[config.mk]
export PLATFORM = sky130hd
export DESIGN_NAME = acc_req_mux
export DESIGN_NICKNAME = d
export VERILOG_FILES = /design/src/rtl/acc_req_mux.sv
export SDC_FILE = /design/constraint.sdc
export NUM_CORES = 1
export LEC_CHECK = 0
export ABC_AREA = 0
export BUFFER_PORTS_ARGS = -buffer_cell sky130_fd_sc_hd__buf_4
export CAP_MARGIN = 20
export CORE_AREA = 2 2 358 360
export CTS_CLUSTER_DIAMETER = 40
export CTS_CLUSTER_SIZE = 24
export DETAILED_ROUTE_END_ITERATION = 10
export DIE_AREA = 0 0 360 362
export GPL_TIMING_DRIVEN = 0
export PLACE_DENSITY = 0.3
export REMOVE_ABC_BUFFERS = 1
export SLEW_MARGIN = 0
export SYNTH_ARGS = -nofsm -noshare
export SYNTH_HDL_FRONTEND = slang
export SYNTH_SLANG_ARGS = --single-unit
[constraint.sdc]
create_clock -name clk_i -period 4.14 [get_ports clk_i]
set_input_delay 0.207 -clock clk_i [delete_from_list [all_inputs] [get_ports clk_i]]
set_output_delay 0.207 -clock clk_i [all_outputs]
set_load 0.005 [all_outputs]
[src/rtl/acc_req_mux.sv]
// rtl/acc_req_mux.sv - round-robin accelerator request mux with ID-extended response routing (optional ACC_REQ_MUX_CUT_EN)
module acc_req_mux #(
    parameter int unsigned NumReq       = 4,
    parameter int unsigned DataWidth    = 32,
    parameter int unsigned AccAddrWidth = 4,
    parameter int unsigned InIdWidth    = 5,
    parameter int unsigned ExtIdWidth   = InIdWidth + $clog2(NumReq)
) (
    input  logic                          clk_i,
    input  logic                          rst_ni,
    input  logic [NumReq*AccAddrWidth-1:0] slv_q_addr_i,
    input  logic [NumReq*32-1:0]           slv_q_data_op_i,
    input  logic [NumReq*DataWidth-1:0]    slv_q_data_arga_i,
    input  logic [NumReq*DataWidth-1:0]    slv_q_data_argb_i,
    input  logic [NumReq*DataWidth-1:0]    slv_q_data_argc_i,
    input  logic [NumReq*InIdWidth-1:0]    slv_q_id_i,
    input  logic [NumReq-1:0]              slv_q_valid_i,
    output logic [NumReq-1:0]              slv_q_ready_o,
    output logic [NumReq*DataWidth-1:0]    slv_p_data_o,
    output logic [NumReq*ExtIdWidth-1:0]   slv_p_id_o,
    output logic [NumReq-1:0]              slv_p_error_o,
    output logic [NumReq-1:0]              slv_p_valid_o,
    input  logic [NumReq-1:0]              slv_p_ready_i,
    output logic [AccAddrWidth-1:0]        mst_q_addr_o,
    output logic [31:0]                    mst_q_data_op_o,
    output logic [DataWidth-1:0]           mst_q_data_arga_o,
    output logic [DataWidth-1:0]           mst_q_data_argb_o,
    output logic [DataWidth-1:0]           mst_q_data_argc_o,
    output logic [ExtIdWidth-1:0]          mst_q_id_o,
    output logic                           mst_q_valid_o,
    input  logic                           mst_q_ready_i,
    input  logic [DataWidth-1:0]           mst_p_data_i,
    input  logic [ExtIdWidth-1:0]          mst_p_id_i,
    input  logic                           mst_p_error_i,
    input  logic                           mst_p_valid_i,
    output logic                           mst_p_ready_o,
    output logic                           drop_o
);

    localparam int unsigned IdxW = $clog2(NumReq);
    typedef logic [IdxW-1:0] idx_t;

    idx_t                   rr_ptr_q, rr_ptr_d;
    idx_t                   rr_idx;
    logic                   rr_found;
    logic [IdxW:0]          cand;
    idx_t                   g;
    idx_t                   g_next;
    logic                   arb_valid;
    logic                   arb_ready;
    logic                   arb_hs;
    logic [AccAddrWidth-1:0] arb_addr;
    logic [31:0]            arb_op;
    logic [DataWidth-1:0]   arb_arga, arb_argb, arb_argc;
    logic [InIdWidth-1:0]   arb_slv_id;
    logic [ExtIdWidth-1:0]  arb_id;

    // Round-robin search: first valid requester at or after rr_ptr, wrapping.
    always_comb begin
        rr_found = 1'b0;
        rr_idx   = '0;
        cand     = '0;
        for (int k = 0; k < NumReq; k++) begin
            cand = {1'b0, rr_ptr_q} + (IdxW+1)'(k);
            if (cand >= (IdxW+1)'(NumReq)) begin
                cand = cand - (IdxW+1)'(NumReq);
            end
            if (!rr_found && slv_q_valid_i[cand[IdxW-1:0]]) begin
                rr_found = 1'b1;
                rr_idx   = cand[IdxW-1:0];
            end
        end
    end

    assign arb_valid = |slv_q_valid_i;
    assign arb_hs    = arb_valid && arb_ready;
    assign g_next    = (g == idx_t'(NumReq-1)) ? '0 : g + 1'b1;

    // Payload mux from the granted requester; the ID gains the requester index on top.
    always_comb begin
        arb_addr   = '0;
        arb_op     = '0;
        arb_arga   = '0;
        arb_argb   = '0;
        arb_argc   = '0;
        arb_slv_id = '0;
        for (int i = 0; i < NumReq; i++) begin
            if (g == idx_t'(i)) begin
                arb_addr   = slv_q_addr_i[i*AccAddrWidth +: AccAddrWidth];
                arb_op     = slv_q_data_op_i[i*32 +: 32];
                arb_arga   = slv_q_data_arga_i[i*DataWidth +: DataWidth];
                arb_argb   = slv_q_data_argb_i[i*DataWidth +: DataWidth];
                arb_argc   = slv_q_data_argc_i[i*DataWidth +: DataWidth];
                arb_slv_id = slv_q_id_i[i*InIdWidth +: InIdWidth];
            end
        end
        arb_id = {g, arb_slv_id};
    end

    // Only the granted requester sees ready, and only when its request is accepted.
    always_comb begin
        slv_q_ready_o = '0;
        for (int i = 0; i < NumReq; i++) begin
            slv_q_ready_o[i] = arb_hs && (g == idx_t'(i));
        end
    end

    // The round-robin pointer advances past the winner on each accepted request.
    always_comb begin
        rr_ptr_d = arb_hs ? g_next : rr_ptr_q;
    end

    // Round-robin pointer register.
    always_ff @(posedge clk_i or negedge rst_ni) begin
        if (!rst_ni) begin
            rr_ptr_q <= '0;
        end else begin
            rr_ptr_q <= rr_ptr_d;
        end
    end

`ifdef ACC_REQ_MUX_CUT_EN
    logic                    full_q, full_d;
    logic [AccAddrWidth-1:0] addr_q;
    logic [31:0]             op_q;
    logic [DataWidth-1:0]    arga_q, argb_q, argc_q;
    logic [ExtIdWidth-1:0]   id_q;

    // The spill slot alone keeps the master side stable, so no grant lock is needed.
    assign g         = rr_idx;
    assign arb_ready = !full_q || mst_q_ready_i;

    // Slot fills on every accepted request and empties when the master drains it.
    always_comb begin
        full_d = full_q;
        if (arb_hs) begin
            full_d = 1'b1;
        end else if (mst_q_ready_i) begin
            full_d = 1'b0;
        end
    end

    // Spill register: full flag plus captured payload.
    always_ff @(posedge clk_i or negedge rst_ni) begin
        if (!rst_ni) begin
            full_q <= 1'b0;
            addr_q <= '0;
            op_q   <= '0;
            arga_q <= '0;
            argb_q <= '0;
            argc_q <= '0;
            id_q   <= '0;
        end else begin
            full_q <= full_d;
            if (arb_hs) begin
                addr_q <= arb_addr;
                op_q   <= arb_op;
                arga_q <= arb_arga;
                argb_q <= arb_argb;
                argc_q <= arb_argc;
                id_q   <= arb_id;
            end
        end
    end

    assign mst_q_valid_o     = full_q;
    assign mst_q_addr_o      = addr_q;
    assign mst_q_data_op_o   = op_q;
    assign mst_q_data_arga_o = arga_q;
    assign mst_q_data_argb_o = argb_q;
    assign mst_q_data_argc_o = argc_q;
    assign mst_q_id_o        = id_q;
`else
    logic lock_q, lock_d;
    idx_t grant_q, grant_d;

    // Once a request is presented but stalled, the grant is frozen until it is accepted.
    assign g         = lock_q ? grant_q : rr_idx;
    assign arb_ready = mst_q_ready_i;

    // Lock on a stalled request; release on its handshake.
    always_comb begin
        lock_d  = lock_q;
        grant_d = grant_q;
        if (arb_hs) begin
            lock_d = 1'b0;
        end else if (arb_valid) begin
            lock_d  = 1'b1;
            grant_d = g;
        end
    end

    // Grant lock registers.
    always_ff @(posedge clk_i or negedge rst_ni) begin
        if (!rst_ni) begin
            lock_q  <= 1'b0;
            grant_q <= '0;
        end else begin
            lock_q  <= lock_d;
            grant_q <= grant_d;
        end
    end

    assign mst_q_valid_o     = arb_valid;
    assign mst_q_addr_o      = arb_addr;
    assign mst_q_data_op_o   = arb_op;
    assign mst_q_data_arga_o = arb_arga;
    assign mst_q_data_argb_o = arb_argb;
    assign mst_q_data_argc_o = arb_argc;
    assign mst_q_id_o        = arb_id;
`endif

    // ---------------- response path ----------------
    idx_t sel;
    logic sel_ok;
    logic drop_q, drop_d;

    assign sel    = mst_p_id_i[ExtIdWidth-1:InIdWidth];
    assign sel_ok = ({1'b0, sel} < (IdxW+1)'(NumReq));

    // Route valid to the selected requester and take its ready; unknown indices are swallowed.
    always_comb begin
        slv_p_valid_o = '0;
        mst_p_ready_o = 1'b1;
        for (int i = 0; i < NumReq; i++) begin
            if (sel_ok && (sel == idx_t'(i))) begin
                slv_p_valid_o[i] = mst_p_valid_i;
                mst_p_ready_o    = slv_p_ready_i[i];
            end
        end
    end

    assign slv_p_data_o  = {NumReq{mst_p_data_i}};
    assign slv_p_id_o    = {NumReq{mst_p_id_i}};
    assign slv_p_error_o = {NumReq{mst_p_error_i}};

    // Drop flag is sticky until reset.
    always_comb begin
        drop_d = drop_q || (mst_p_valid_i && !sel_ok);
    end

    // Drop flag register.
    always_ff @(posedge clk_i or negedge rst_ni) begin
        if (!rst_ni) begin
            drop_q <= 1'b0;
        end else begin
            drop_q <= drop_d;
        end
    end

    assign drop_o = drop_q;

endmodule

==> impl_metrics.py <==
metrics = {
    "pwr": {
        "powerDensity_nw_per_um2": 493,
        "p_total_mw": 6.00,
        "peakVddDrop_v": 0.000330,
        "power.leakage_nw": 4.87,
    },
    "placed_design": {
        "gp_congestion": 0.742,
        "place_inst": 2994,
        "dp_hpwl_um": 57300,
        "portBuffers": 718,
    },
    "final_layout": {
        "stdcell_count": 3002,
        "layout.nets": 1945,
        "fill_cells": 14900,
        "diodes": 0,
        "syn_to_final_growth_pct": 113,
        "drive_gt1_frac": 0.572,
        "utilization": 0.0960,
    },
    "floorplan": {
        "core.rowCount": 131,
        "die_h_um": 362,
        "ios": 910,
        "die-area_um2": 130000,
        "core_area_um2": 127000,
        "die_w_um": 360,
        "initial_core_util": 0.0450,
    },
    "logic_synthesis": {
        "yosysUniqueCellTypes": 32,
        "synth_seq_area_share": 0.0219,
        "syn-cell-area_um2": 5700,
        "synth_compound_area_frac": 0.403,
        "yosysTopAreaCellShare": 0.213,
        "yosys-top-cells-area": "buf_4 (21%), a221oi_1 (21%), o31ai_1 (18%)",
        "synth_top_area_cell": "buf_4",
        "synth_adder_area_share": 0.00878,
        "synthMuxAreaShare": 0.0140,
        "synthCells": 852,
        "synth_seq_cells": 5,
        "yosys_warnings": 0,
        "synth_top_family_by_area": "compound AO/OA/AOI/OAI gates",
        "synth_xor_area_frac": 0,
        "avgSynthCellArea_um2": 6.69,
        "yosys.area_share.simple": 0.263,
    },
    "grt": {
        "track_usage": 0.0931,
        "antenna_found_initial": 22,
        "grt_pass1_vias": 9132,
        "grt-ovfl-total": 0,
        "grt_pass1_wl_um": 83500,
        "grt_max_degree": 82,
    },
    "critical_path": {
        "critPathCaptureType": "output port",
        "worstPathCellList": "a21boi_0 -> o2bb2ai_1 -> o31ai_4 -> buf_2 -> ha_4 -> buf_16 -> buf_16 -> a221oi_1 -> o31ai_1 -> buf_4",
        "critPathMaxFanout": 52,
        "slowest_delay_ns": 0.62,
        "slowest_stage": "o31ai_1",
        "crit_arrival_ns": 3.71,
        "worst_path_most_repeated_cell": "buf_16",
        "crit_start": "rr_ptr_q[1]$_DFFE_PN0P_",
        "critPathLaunchType": "flop",
        "cp_data_required_time_ns": 3.93,
        "r2r-start": "rr_ptr_q[1]$_DFFE_PN0P_",
        "path_class": "reg2out",
    },
    "timing": {
        "timing.fmax_mhz": 255,
        "rsz0062_at_grt": "no",
        "worst_hold_slack_ns": 0.308,
        "tightest_slew_ns": 0.766,
        "hold_viol_final": 0,
        "finalCriticalPeriod_ns": 3.92,
        "setup_viol": 0,
        "slew_violations": 0,
        "relSlewSlack": 0.485,
        "skew_ns": 0.00188,
        "min_period_over_period": 0.946,
    },
    "clock_tree": {
        "cts.sinks": 5,
        "htree_levels": 1,
        "cts_tree": "built",
        "cts_root_buffer": "clkbuf_16",
        "clk_latency_ns": 0.23,
        "clk_path_buf_depth": 2,
        "clk_pin_slew_worst_paths_ns": 0.03,
        "cts_buffers": 3,
    },
    "route": {
        "via_per_inst": 2.99,
        "vias": 8972,
        "drtPass1Iterations": 6,
        "route.detailed.drc": 0,
        "drt_iter0_drc": 411,
        "drt-total-wl_um": 65300,
        "wire_per_inst_um": 21.8,
        "ant_nets": 0,
    },
    "run_status": {
        "status": "finished clean",
    },
    "run": {
        "maxCapViolations": 0,
    },
    "min_path": {
        "worstHoldStart": "mst_q_ready_i",
        "hold_class": "in2reg",
    },
}
==> power breakdown <==
| group | total, mW | leakage (nW) | switching (mW) | internal [mW] |
|---|---|---|---|---|
| Clock | 0.162 | 0.0382 | 0.0344 | 0.128 |
| Sequential | 0.0803 | 0.0596 | 0.0159 | 0.0644 |
| Combinational | 5.76 | 4.78 | 3.17 | 2.59 |
| Total | 6.00 | 4.87 | 3.22 | 2.78 |
==> layout make-up <==
| cell class | instances | area [um^2] | share of cell area |
|---|---|---|---|
| repair buffers | 738 | 5820 | 0.478 |
| multi-input cells | 590 | 4060 | 0.334 |
| well taps | 1662 | 2080 | 0.171 |
| inverters | 3 | 11.3 | 0.000925 |
| flip-flops and latches | 5 | 125 | 0.0103 |
| clock buffers | 4 | 78.8 | 0.00648 |
==> per-stage QoR <==
step | setup slack (ns) | setup TNS, ns | cell area, um^2
floorplan | -4.01 | -552.26 | 4070
global placement | -24.14 | -2995.62 | 11500
detailed placement | -0.592 | -5.90 | 11900
CTS | 0.0217 | 0 | 12100
global route | 0.0417 | 0 | 12200
finish | 0.224 | 0 | 12200
==> flip-flops by register name, summed over array words and instances (netlist names) <==
signal    flops
rr_ptr_q      2
grant_q       2
lock_q        1
==> final timing paths <==
| kind | endpoint | slack (ns) | cells after the start |
|---|---|---|---|
| min reg2reg | grant_q[0]$_DFFE_PN0P_ | 0.48 | 2 |
| max reg2reg | rr_ptr_q[1]$_DFFE_PN0P_ | 2.26 | 6 |
| min | rr_ptr_q[0]$_DFFE_PN0P_ | 0.31 | 3 |
| max | mst_q_data_arga_o[23] | 0.22 | 10 |
| min in group asynchronous | grant_q[0]$_DFFE_PN0P_ | 0.46 | 2 |
| max in group asynchronous | lock_q$_DFFE_PN0P_ | 3.57 | 2 |
==> placed cells by master, fill, tap and decap left out, types with 2 or more instances in the layout <==
cell type | synthesis | layout
a21oi_1 | 4 | 4
a221oi_1 | 136 | 134
and3_2 | 4 | 4
buf_12 | 0 | 6
buf_16 | 0 | 10
buf_4 | 162 | 720
clkbuf_16 | 0 | 3
dfrtp_1 | 5 | 5
ha_4 | 0 | 3
inv_1 | 3 | 3
mux2i_1 | 2 | 2
nand2_1 | 142 | 142
nand2_4 | 2 | 2
nor2_1 | 4 | 4
nor2b_1 | 137 | 136
o21ai_0 | 3 | 3
o31ai_1 | 138 | 128
o31ai_2 | 0 | 9
==> Yosys cell counts <==
cell type  number
o21a_1          1
dfrtp_1         5
o2bb2ai_1       1
mux2i_1         2
nor3b_1         1
a221oi_1      136
and3_2          4
buf_1           1
nor2_1          4
inv_1           3
clkbuf_1       61
o2bb2a_1        1
nor2b_1       137
and3_1          1
or4_4           1
a21boi_0        1
mux2_4          1
mux2_1          1
ha_1            4
buf_6           6
a21oi_1         4
mux4_2          1
conb_1          1
buf_4         162
and3b_1         1
nand2_1       142
mux2_2          1
nand2_4         2
buf_2          24
o31ai_1       138
nand3b_1        1
o21ai_0         3
==> cell families after synthesis <==
group	after synthesis
muxes	6
adders and majority gates	4
other	1
buffers and inverters	257
DFF	5
and+or+nand+nor	294
AOI/OAI and AO/OA	285
==> per-layer routing <==
metal,global-route usage,share of wire
met4,0.0124,0.012
met3,0.0441,0.11
met5,0.0163,0.0049
met2,0.153,0.46
met1,0.111,0.41
==> worst max-delay path, delay by kind of cell (launching register included) <==
family,cells,cell delay (ns)
flip-flops,1,0.43
AO/OA/AOI/OAI,5,1.44
buffers and inverters,4,1.02
adder cells (fa/ha/maj),1,0.43
==> timing repair <==
item	in CTS	in global routing
cloned	0	0
pin swaps	0	0
setup endpoints to repair	61	13
hold buffers	1	0
endpoints found under the hold margin	5	0
gates resized for setup	6	9
setup buffers	2	1
(Power assumes the default switching activity.)
